## src/rtl/riscv_pkg.sv

```systemverilog
// riscv_pkg
//   Shared definitions for the MEM stage of the RV32I pipeline.
//   - funct3 encodings for loads (LB/LH/LW/LBU/LHU) and stores (SB/SH/SW)
//   - access size codes (funct3[1:0])
//   - MEM-stage FSM state encoding
//   - helpers for the effective byte lane and misalignment detection
package riscv_pkg;

  localparam logic [2:0] F3_LB  = 3'b000;
  localparam logic [2:0] F3_LH  = 3'b001;
  localparam logic [2:0] F3_LW  = 3'b010;
  localparam logic [2:0] F3_LBU = 3'b100;
  localparam logic [2:0] F3_LHU = 3'b101;
  localparam logic [2:0] F3_SB  = 3'b000;
  localparam logic [2:0] F3_SH  = 3'b001;
  localparam logic [2:0] F3_SW  = 3'b010;

  localparam logic [1:0] SIZE_BYTE = 2'b00;
  localparam logic [1:0] SIZE_HALF = 2'b01;
  localparam logic [1:0] SIZE_WORD = 2'b10;

  typedef enum logic [1:0] {
    ST_IDLE = 2'b00,
    ST_REQ  = 2'b01,
    ST_WAIT = 2'b10
  } mem_state_e;

  // Byte lane actually used for an access. Halves ignore a[0] and words
  // ignore a[1:0], so a misaligned address silently rounds down when the
  // trap is not built in.
  function automatic logic [1:0] eff_lane(input logic [2:0] funct3,
                                          input logic [1:0] addr_lo);
    case (funct3[1:0])
      SIZE_BYTE: return addr_lo;
      SIZE_HALF: return {addr_lo[1], 1'b0};
      default:   return 2'b00;
    endcase
  endfunction

  // True when the low address bits do not match the access size.
  function automatic logic is_misaligned(input logic [2:0] funct3,
                                         input logic [1:0] addr_lo);
    case (funct3[1:0])
      SIZE_HALF: return addr_lo[0];
      SIZE_WORD: return addr_lo != 2'b00;
      default:   return 1'b0;
    endcase
  endfunction

endpackage

```

## src/rtl/mem_load_align.sv

```systemverilog
// mem_load_align
//   Combinational load aligner: picks the addressed byte/half out of the raw
//   bus word and sign- or zero-extends it to 32 bits.
// Ports
//   rdata      in   32  raw word from the data bus
//   addr_lo    in   2   low effective-address bits
//   funct3     in   3   load size/sign (LB/LH/LW/LBU/LHU)
//   load_data  out  32  aligned, extended load value
module mem_load_align
  import riscv_pkg::*;
(
  input  logic [31:0] rdata,
  input  logic [1:0]  addr_lo,
  input  logic [2:0]  funct3,
  output logic [31:0] load_data
);

  logic [1:0]  lane;
  logic [31:0] shifted;

  // Shift the addressed lane down to bit 0, then extend according to funct3.
  always_comb begin
    lane      = eff_lane(funct3, addr_lo);
    shifted   = rdata >> {lane, 3'b000};
    load_data = shifted;
    case (funct3)
      F3_LB:   load_data = {{24{shifted[7]}}, shifted[7:0]};
      F3_LH:   load_data = {{16{shifted[15]}}, shifted[15:0]};
      F3_LBU:  load_data = {24'h0, shifted[7:0]};
      F3_LHU:  load_data = {16'h0, shifted[15:0]};
      default: load_data = shifted;
    endcase
  end

endmodule

```

## src/rtl/mem_access.sv

```systemverilog
// mem_access
//   MEM stage of the 5-stage RV32I pipeline. Runs loads/stores on a
//   req/gnt/rvalid data bus from the held EX/MEM word, aligns load data and
//   registers the MEM/WB word. stall_out holds upstream while an access is
//   outstanding.
// Parameters
//   XLEN         datapath width (32 only)
//   BUS_TIMEOUT  cycles allowed in REQ+WAIT before abort; 0 disables the watchdog
// Build option
//   MISALIGN_TRAP_EN  when defined, misaligned LH/LHU/SH/LW/SW complete at once
//                     with misalign_trap=1 and no bus request; otherwise the
//                     offending low address bits are ignored.
// Ports
//   clk, rst                          clock, async active-high reset
//   ex_*                              EX/MEM word (held stable while stalled)
//   stall_out                         freeze IF..EX/MEM
//   dmem_req/we/addr/be/wdata         bus request side (zero when not requesting)
//   dmem_gnt/rvalid/rdata             bus response side
//   wb_*                              registered MEM/WB word
//   bus_err, misalign_trap            one-cycle pulses alongside wb_valid
module mem_access
  import riscv_pkg::*;
#(
  parameter int XLEN        = 32,
  parameter int BUS_TIMEOUT = 0
)
(
  input  logic            clk,
  input  logic            rst,
  input  logic            ex_valid,
  input  logic [XLEN-1:0] ex_alu_out,
  input  logic [XLEN-1:0] ex_store_data,
  input  logic [2:0]      ex_funct3,
  input  logic            ex_mem_read,
  input  logic            ex_mem_write,
  input  logic            ex_wb_ctrl,
  input  logic [4:0]      ex_rd,
  input  logic            ex_reg_write,
  output logic            stall_out,
  output logic            dmem_req,
  output logic            dmem_we,
  output logic [XLEN-1:0] dmem_addr,
  output logic [3:0]      dmem_be,
  output logic [XLEN-1:0] dmem_wdata,
  input  logic            dmem_gnt,
  input  logic            dmem_rvalid,
  input  logic [XLEN-1:0] dmem_rdata,
  output logic            wb_valid,
  output logic [XLEN-1:0] wb_alu_out,
  output logic [XLEN-1:0] wb_memory_read,
  output logic            wb_ctrl,
  output logic [4:0]      wb_rd,
  output logic            wb_reg_write,
  output logic            bus_err,
  output logic            misalign_trap
);

  localparam int TIMER_W = (BUS_TIMEOUT < 2) ? 1 : $clog2(BUS_TIMEOUT);

  mem_state_e        state, state_next;
  logic [TIMER_W-1:0] timer;
  logic              mem_op;
  logic              trap;
  logic              timeout;
  logic              done;
  logic              stall;
  logic              commit;
  logic [1:0]        lane;
  logic [XLEN-1:0]   load_data;

  assign mem_op = ex_mem_read | ex_mem_write;
  assign lane   = eff_lane(ex_funct3, ex_alu_out[1:0]);

`ifdef MISALIGN_TRAP_EN
  assign trap = (state == ST_IDLE) & ex_valid & mem_op &
                is_misaligned(ex_funct3, ex_alu_out[1:0]);
`else
  assign trap = 1'b0;
`endif

  // Watchdog fires in the BUS_TIMEOUT-th cycle spent in REQ/WAIT, unless the
  // access legitimately finishes in that same cycle. A load grant at the
  // limit is still aborted, since the data phase would overrun the budget.
  always_comb begin
    timeout = 1'b0;
    if (BUS_TIMEOUT != 0 && state != ST_IDLE &&
        timer == TIMER_W'(BUS_TIMEOUT - 1)) begin
      timeout = !((state == ST_REQ && dmem_gnt && ex_mem_write) ||
                  (state == ST_WAIT && dmem_rvalid));
    end
  end

  // Next-state logic. 'done' marks the cycle in which the memory op finishes,
  // so the stall drops and MEM/WB loads on the same edge. rvalid is only
  // honoured in WAIT, which discards stale responses after a reset.
  always_comb begin
    state_next = state;
    done       = 1'b0;
    dmem_req   = 1'b0;
    case (state)
      ST_IDLE: begin
        done = trap;
        if (ex_valid && mem_op && !trap) state_next = ST_REQ;
      end
      ST_REQ: begin
        dmem_req = !timeout;
        if (timeout) begin
          done       = 1'b1;
          state_next = ST_IDLE;
        end else if (dmem_gnt) begin
          if (ex_mem_write) begin
            done       = 1'b1;
            state_next = ST_IDLE;
          end else begin
            state_next = ST_WAIT;
          end
        end
      end
      ST_WAIT: begin
        if (timeout || dmem_rvalid) begin
          done       = 1'b1;
          state_next = ST_IDLE;
        end
      end
      default: state_next = ST_IDLE;
    endcase
  end

  assign stall     = ex_valid & mem_op & !done;
  assign stall_out = stall & !rst;
  assign commit    = ex_valid & !stall;

  // Bus request fields are only driven while a request is up so the bus
  // sees zeros when idle. Store data is replicated across every lane.
  always_comb begin
    dmem_we    = 1'b0;
    dmem_addr  = '0;
    dmem_be    = 4'b0000;
    dmem_wdata = '0;
    if (dmem_req) begin
      dmem_we   = ex_mem_write;
      dmem_addr = {ex_alu_out[XLEN-1:2], 2'b00};
      case (ex_funct3[1:0])
        SIZE_BYTE: begin
          dmem_be    = 4'b0001 << lane;
          dmem_wdata = {4{ex_store_data[7:0]}};
        end
        SIZE_HALF: begin
          dmem_be    = 4'b0011 << lane;
          dmem_wdata = {2{ex_store_data[15:0]}};
        end
        default: begin
          dmem_be    = 4'b1111;
          dmem_wdata = ex_store_data;
        end
      endcase
    end
  end

  mem_load_align u_load_align (
    .rdata     (dmem_rdata),
    .addr_lo   (ex_alu_out[1:0]),
    .funct3    (ex_funct3),
    .load_data (load_data)
  );

  // State register and watchdog timer; the timer restarts whenever the FSM
  // is back in IDLE.
  always_ff @(posedge clk or posedge rst) begin
    if (rst) begin
      state <= ST_IDLE;
      timer <= '0;
    end else begin
      state <= state_next;
      if (state == ST_IDLE) timer <= '0;
      else                  timer <= timer + TIMER_W'(1);
    end
  end

  // MEM/WB register. A stalled edge inserts a bubble; stores, aborts and
  // traps never write the register file.
  always_ff @(posedge clk or posedge rst) begin
    if (rst) begin
      wb_valid       <= 1'b0;
      wb_alu_out     <= '0;
      wb_memory_read <= '0;
      wb_ctrl        <= 1'b0;
      wb_rd          <= 5'd0;
      wb_reg_write   <= 1'b0;
      bus_err        <= 1'b0;
      misalign_trap  <= 1'b0;
    end else begin
      wb_valid       <= commit;
      wb_alu_out     <= ex_alu_out;
      wb_memory_read <= load_data;
      wb_ctrl        <= ex_wb_ctrl;
      wb_rd          <= ex_rd;
      wb_reg_write   <= commit & ex_reg_write & !ex_mem_write & !timeout & !trap;
      bus_err        <= commit & timeout;
      misalign_trap  <= commit & trap;
    end
  end

endmodule

```

## config.mk

```make
export PLATFORM = sky130hd
export DESIGN_NAME = mem_access
export DESIGN_NICKNAME = d
export VERILOG_FILES = /design/src/rtl/riscv_pkg.sv /design/src/rtl/mem_load_align.sv /design/src/rtl/mem_access.sv
export SDC_FILE = /design/constraint.sdc
export NUM_CORES = 1
export LEC_CHECK = 0
export BUFFER_PORTS_ARGS = -buffer_cell sky130_fd_sc_hd__buf_2
export CORE_MARGIN = 8
export CORE_UTILIZATION = 41
export CTS_CLUSTER_SIZE = 12
export DETAILED_ROUTE_END_ITERATION = 7
export PLACE_DENSITY_LB_ADDON = 0.05
export SYNTH_ARGS = -nofsm -noshare
export SYNTH_HDL_FRONTEND = slang
export SYNTH_HIERARCHICAL = 1
export SYNTH_SLANG_ARGS = --single-unit
export TNS_END_PERCENT = 10
```

## constraint.sdc

```tcl
create_clock -name clk -period 2.5 [get_ports clk]
set_input_delay 0.125 -clock clk [delete_from_list [all_inputs] [get_ports clk]]
set_output_delay 0.125 -clock clk [all_outputs]
set_load 0.02 [all_outputs]
```

-- Yosys cells after proc, flatten, opt, wreduce, memory -nomap -nowiden
Cells that the tools add are included.
- equal/unequal tests: 9
- shifts and indexed selects: 3
- multiplexer cells: 18
- bitwise logic cells: 7
- reduce and logical (&&, ||, !) cells: 9
- operators with widths (operator ; count):
    $pmux W32 S4 ; 1
    $mux W32 ; 2
    $pmux W32 S2 ; 1
    $shr A32 B5 Y32 ; 1
    $mux W2 ; 4
    $pmux W4 S2 ; 1
    $and A1 B1 Y1 ; 6
    $eq A3 B3 Y1 const B ; 2
    $ne A2 B2 Y1 const B ; 3
    $pmux W2 S3 ; 1
    $mux W1 ; 5
    $eq A2 B1 Y1 const B ; 2
    $logic_not A1 Y1 ; 4
    $logic_not A2 Y1 ; 2
    $mux W4 ; 1
    $pmux W2 S2 ; 1
    $shl A1 B2 Y4 const A ; 1
    $shl A2 B2 Y4 const A ; 1
    $eq A3 B1 Y1 const B ; 1
    $logic_not A3 Y1 ; 1
    $reduce_and A3 Y1 ; 1
    $eq A2 B2 Y1 const B ; 1
    $pmux W1 S2 ; 1
    $logic_and A1 B1 Y1 ; 1
    $or A1 B1 Y1 ; 1
- register bits after elaboration: 74
- input port bits: 113
- output and inout bits: 145
- word-level logic and storage cells: 53

-- Depth between registers and ports, before layout
- depth in word-level cells: 9
- depth in mapped cells: 6
- depth with buffers taken out: 5

-- Modules after synthesis
The synthesis kept the hierarchy.
- by module, submodules not included (module ; times used ; cells each ; area an instance (µm²) ; sequential area each (µm²)):
    mem_access ; 1 ; 236 ; 2866.5 ; 1851.8
    mem_load_align ; 1 ; 96 ; 693.2 ; 0.0

-- Worst setup path before layout
OpenSTA, ideal clock, no wires.
- kind: flip-flop to output port
- start: register state[1]
- end: output dmem_wdata[10]
- data arrival time: 1.640 ns
- data required time: 2.375 ns
- path slack: 0.735 ns
- cell stages (with the launch flop): 5
- buffers on the path: 1
- cells stage by stage: dfrtp_1 -> inv_1 -> ha_1 -> clkbuf_1 -> a21boi_0
- cells in the longest elaborated chain, start to end: 3
- ends and longest elaborated chain (what ; RTL line ; source):
    from (decl) ; mem_access.sv:60 ; mem_state_e state, state_next;
    from (signal assigned) ; mem_access.sv:174 ; state <= state_next;
    $eq A2 B1 Y1 ; mem_access.sv:100 ; case (state)
    $mux W1 ; mem_access.sv:100 ;
    net dmem_req ; mem_access.sv:40 ; output logic dmem_req,
    $mux W32 ; mem_access.sv:140 ; if (dmem_req) begin
    to (decl) ; mem_access.sv:44 ; output logic [XLEN-1:0] dmem_wdata,
The timed path passes the listed nets, and every way through them passes these cells.

-- Final worst setup path
- start: register state[1]
- end: register wb_reg_write
- cells in the longest elaborated chain, start to end: 8
- elaborated cells between the ends (all ways): 9
- classes of those cells: eq/ne (2); mux (1); bitwise (4); reduce/logical (2)
- ends and longest elaborated chain (what ; RTL line ; source):
    $eq A2 B2 Y1 or $eq A2 B1 Y1 (tied branches) ; mem_access.sv:100 ;
    $pmux W1 S2 (*) ; mem_access.sv:100 ;
    $logic_not A1 Y1 (*) ; mem_access.sv:129 ; assign stall = ex_valid & mem_op & !done;
    $and A1 B1 Y1 (*) ; mem_access.sv:129 ;
    $logic_not A1 Y1 (*) ; mem_access.sv:131 ; assign commit = ex_valid & !stall;
    $and A1 B1 Y1 (*) ; mem_access.sv:131 ;
    $and A1 B1 Y1 (*) (2 in series) ; mem_access.sv:198 ; wb_reg_write <= commit & ex_reg_write & !ex_mem_write & !timeout & !trap;
    to (signal assigned) ; mem_access.sv:198 ;
    to (decl) ; mem_access.sv:53 ; output logic wb_reg_write,
Mark *: on every way between the ends. The rest lies on a longest branch, timed or not.
A chain may end at the register's enable or synchronous reset.

==> run_results.csv <==
group,metric,value,unit
outcome,status,"finished, final reports clean",
setup_path,rr_startpoint,"state[1]",
timing,max_clock_freq,445,MHz
setup_path,critPathMaxStageDelay,580,ps
drt,first_pass_iters,4,
setup_path,worstSetupStartpointType,"register",
power_and_ir_drop,power,4.15,mW
worst_hold_path,min_path_type,"in -> reg",
cells_and_area,area_growth,56.3,%
power_and_ir_drop,peakVddDrop,0.373,mV
die,fp.coreArea,8550,sq um
die,core.rowCount,34,
clock_network,cts_setup_buffers,0,
clock_network,cts_tree,"done",
setup_path,path_class,"reg -> reg",
setup_path,end_kind,"register",
logic_synthesis,synth_flop_cell,"dfrtp_1",
cells_and_area,layout.nets,744,
setup_path,crit_slowest_cell,"dlygate4sd3_1",
drt,postRouteAntennaNets,0,
logic_synthesis,avgSynthCellArea,10.7,sq um
placed_design,place.gp.congestion,0.787,
placed_design,dpl_cell_area,4930,sq um
logic_synthesis,synth_enable_flop_cells,0,
drt,drcViolationCount,0,
die,initial_core_util,41.6,%
die,die_h,109,um
cells_and_area,drive_above_1_share,47.5,%
timing,period_share,89.9,%
grt,grt_overflow_total,0,
logic_synthesis,synth_cell_type_count,37,
timing,relSlewSlack,51.2,%
logic_synthesis,synth-xor-area-share,0,%
timing,setup_tns,0,ps
timing,worst_clock_skew,7.06,ps
logic_synthesis,syn_area,3560,sq um
timing,setup_viol,0,
logic_synthesis,synth_warnings,6,
timing,maxSlewViolCount,0,
clock_network,clkTransAtPathRegs,90,ps
drt,routedWlPerCell,16.9,um
power_and_ir_drop,leakagePower,3.04,nW
die,dieWidth,109,um
timing,min_period,2250,ps
logic_synthesis,synthMuxAreaShare,9.95,%
logic_synthesis,async_flop_share,100,%
setup_path,crit_arrival,2530,ps
cells_and_area,n_fill_cell,740,
timing,rsz0062_at_grt,"false",
drt,drt-initial-drc-count,106,
clock_network,root_buffer,"clkbuf_8",
clock_network,cts_buffers,9,
cells_and_area,fin_area,5570,sq um
grt,grt_pass1_vias,3691,
die,die-area,11900,sq um
logic_synthesis,synth_top_family_by_area,"simple AND/OR/NAND/NOR gates",
timing,hold_viol,0,
setup_path,crit_fanout,47,
grt,grt_usage,20.3,%
drt,num_vias,3471,
timing,tightest_slew,732,ps
worst_hold_path,min-delay-start,"dmem_rdata[26]",
timing,hold_ws,32.1,ps
clock_network,cts.sinks,74,
logic_synthesis,syn_inst,332,
power_and_ir_drop,power.density,745,nW/um^2
cells_and_area,n_antenna_cell,0,
logic_synthesis,synthAdderAreaFrac,1.41,%
setup_path,r2r_setup_slack,250,ps
die,io_pins,258,
grt,antenna_found_initial,0,
setup_path,critPathBufInv,3,
clock_network,clk_latency,340,ps
job,max_cap_viol_count,0,
logic_synthesis,synth_compound_area_share,9.49,%
grt,grt_pass1_wl,18800,um
setup_path,worstSetupStartpoint,"state[1]",
setup_path,crit_family,"buffers and inverters",
logic_synthesis,yosys.area_share.simple,22.6,%
cells_and_area,multiInputGateArea,1560,sq um
drt,viasPerCell,4.69,
cells_and_area,fin_util,65.1,%
clock_network,cts_max_level,3,
placed_design,dpl.hpwl,9540,um
setup_path,cp.required,2780,ps
placed_design,port_buffers,253,
drt,routed_wirelength,12500,um
setup_path,cp_cell_sequence,"inv_1 > ha_1 > buf_4 > a32o_1 > nand2_1 > a211oi_1 > dlygate4sd3_1",
logic_synthesis,synth-seq-cells,74,
clock_network,clk_path_buf_depth,2,
cells_and_area,seq_area,1850,sq um
clock_network,post_cts_resized,0,
grt,grt_max_degree,48,
logic_synthesis,synth-seq-area-share,52.0,%
## tightest hold or removal path, stage by stage
cell,delay [ps]
buf_2,100
nand2_1,60
nand3_2,60
## state kept, by name, indices dropped and copies added, names as in the netlist
name and cells:
wb_alu_out 32, wb_memory_read 32, wb_rd 5, state 2, wb_ctrl 1, wb_reg_write 1
wb_valid 1
## placed cells by master (no fill, tap or decap), drive strengths merged, types with 2 or more instances in the layout
cell type,n
buf,263
dfrtp,74
and2,47
nand2,44
dlygate4sd3,43
nor2b,19
o21ai,18
mux2i,17
nand3,16
a21oi,10
inv,10
a21boi,9
clkbuf,9
o211ai,7
mux4,7
nor2,6
ha,4
conb,4
nand2b,4
o21a,3
a211oi,2
clkinv,2
mux2,2
## per-layer routing
layer | global-route usage, % | up-vias | part of all wire (%)
li1 | - | 1698 | -
met1 | 22.7 | 1610 | 38
met2 | 35.7 | 156 | 51
met3 | 7.45 | 7 | 10
met4 | 5.69 | 0 | 0.41
met5 | 0 | - | 0
## where the power goes
group / switching, mW / internal [mW] / leakage, nW
clock: 0.479 / 0.478 / 0.102
combinational: 1.17 / 0.704 / 2.06
sequential: 0.0286 / 1.29 / 0.884
## cells by family after synthesis
| logic type | count (synthesis) |
|---|---|
| mux | 26 |
| flops | 74 |
| other cells | 1 |
| buf+inv | 32 |
| compound gates | 53 |
| fa+ha+maj | 4 |
| simple gates | 142 |
## cell usage after synthesis (9+ instances only)
cell type / instances / area [sq um]
nand2_1: 44 / 165
nor2b_1: 19 / 119
mux2i_1: 17 / 170
o21ai_0: 17 / 85.1
a21boi_0: 9 / 67.6
a21oi_1: 10 / 50.1
nand3_2: 10 / 100
dfrtp_1: 74 / 1850
and2_1: 47 / 294
clkbuf_1: 13 / 48.8
## path summary, 6_finish.rpt
check / cells after the start / to
worst min register to register: 1 / state[0]
worst min-delay path: 3 / wb_memory_read[26]
max in group asynchronous: 4 / wb_memory_read[20]
worst max-delay path: 7 / wb_reg_write
worst max register to register: 7 / wb_reg_write
min in group asynchronous: 3 / wb_reg_write
## cell type report
type	instances	share of cell area [%]
Timing Repair Buffer	306	32.1
Tap cell	108	2.43
Inverter	7	0.472
Sequential cell	74	33.3
Multi-Input combinational cell	229	28.0
Clock inverter	7	1.51
Clock buffer	9	2.23
## timing repair
| item | 4_1_cts | 5_1_grt |
|---|---|---|
| hold buffers | 43 | 0 |
| hold endpoints to repair | 69 | 0 |
| setup endpoints to repair | 0 | 0 |
## per-stage QoR
step	worst slack, ps	std cells
2_1_floorplan	493	335
3_3_place_gp	596	681
3_5_place_dp	571	681
5_1_grt	91.7	740
4_1_cts	252	740
6_report	251	740
Power figures use the tool's default switching activity.
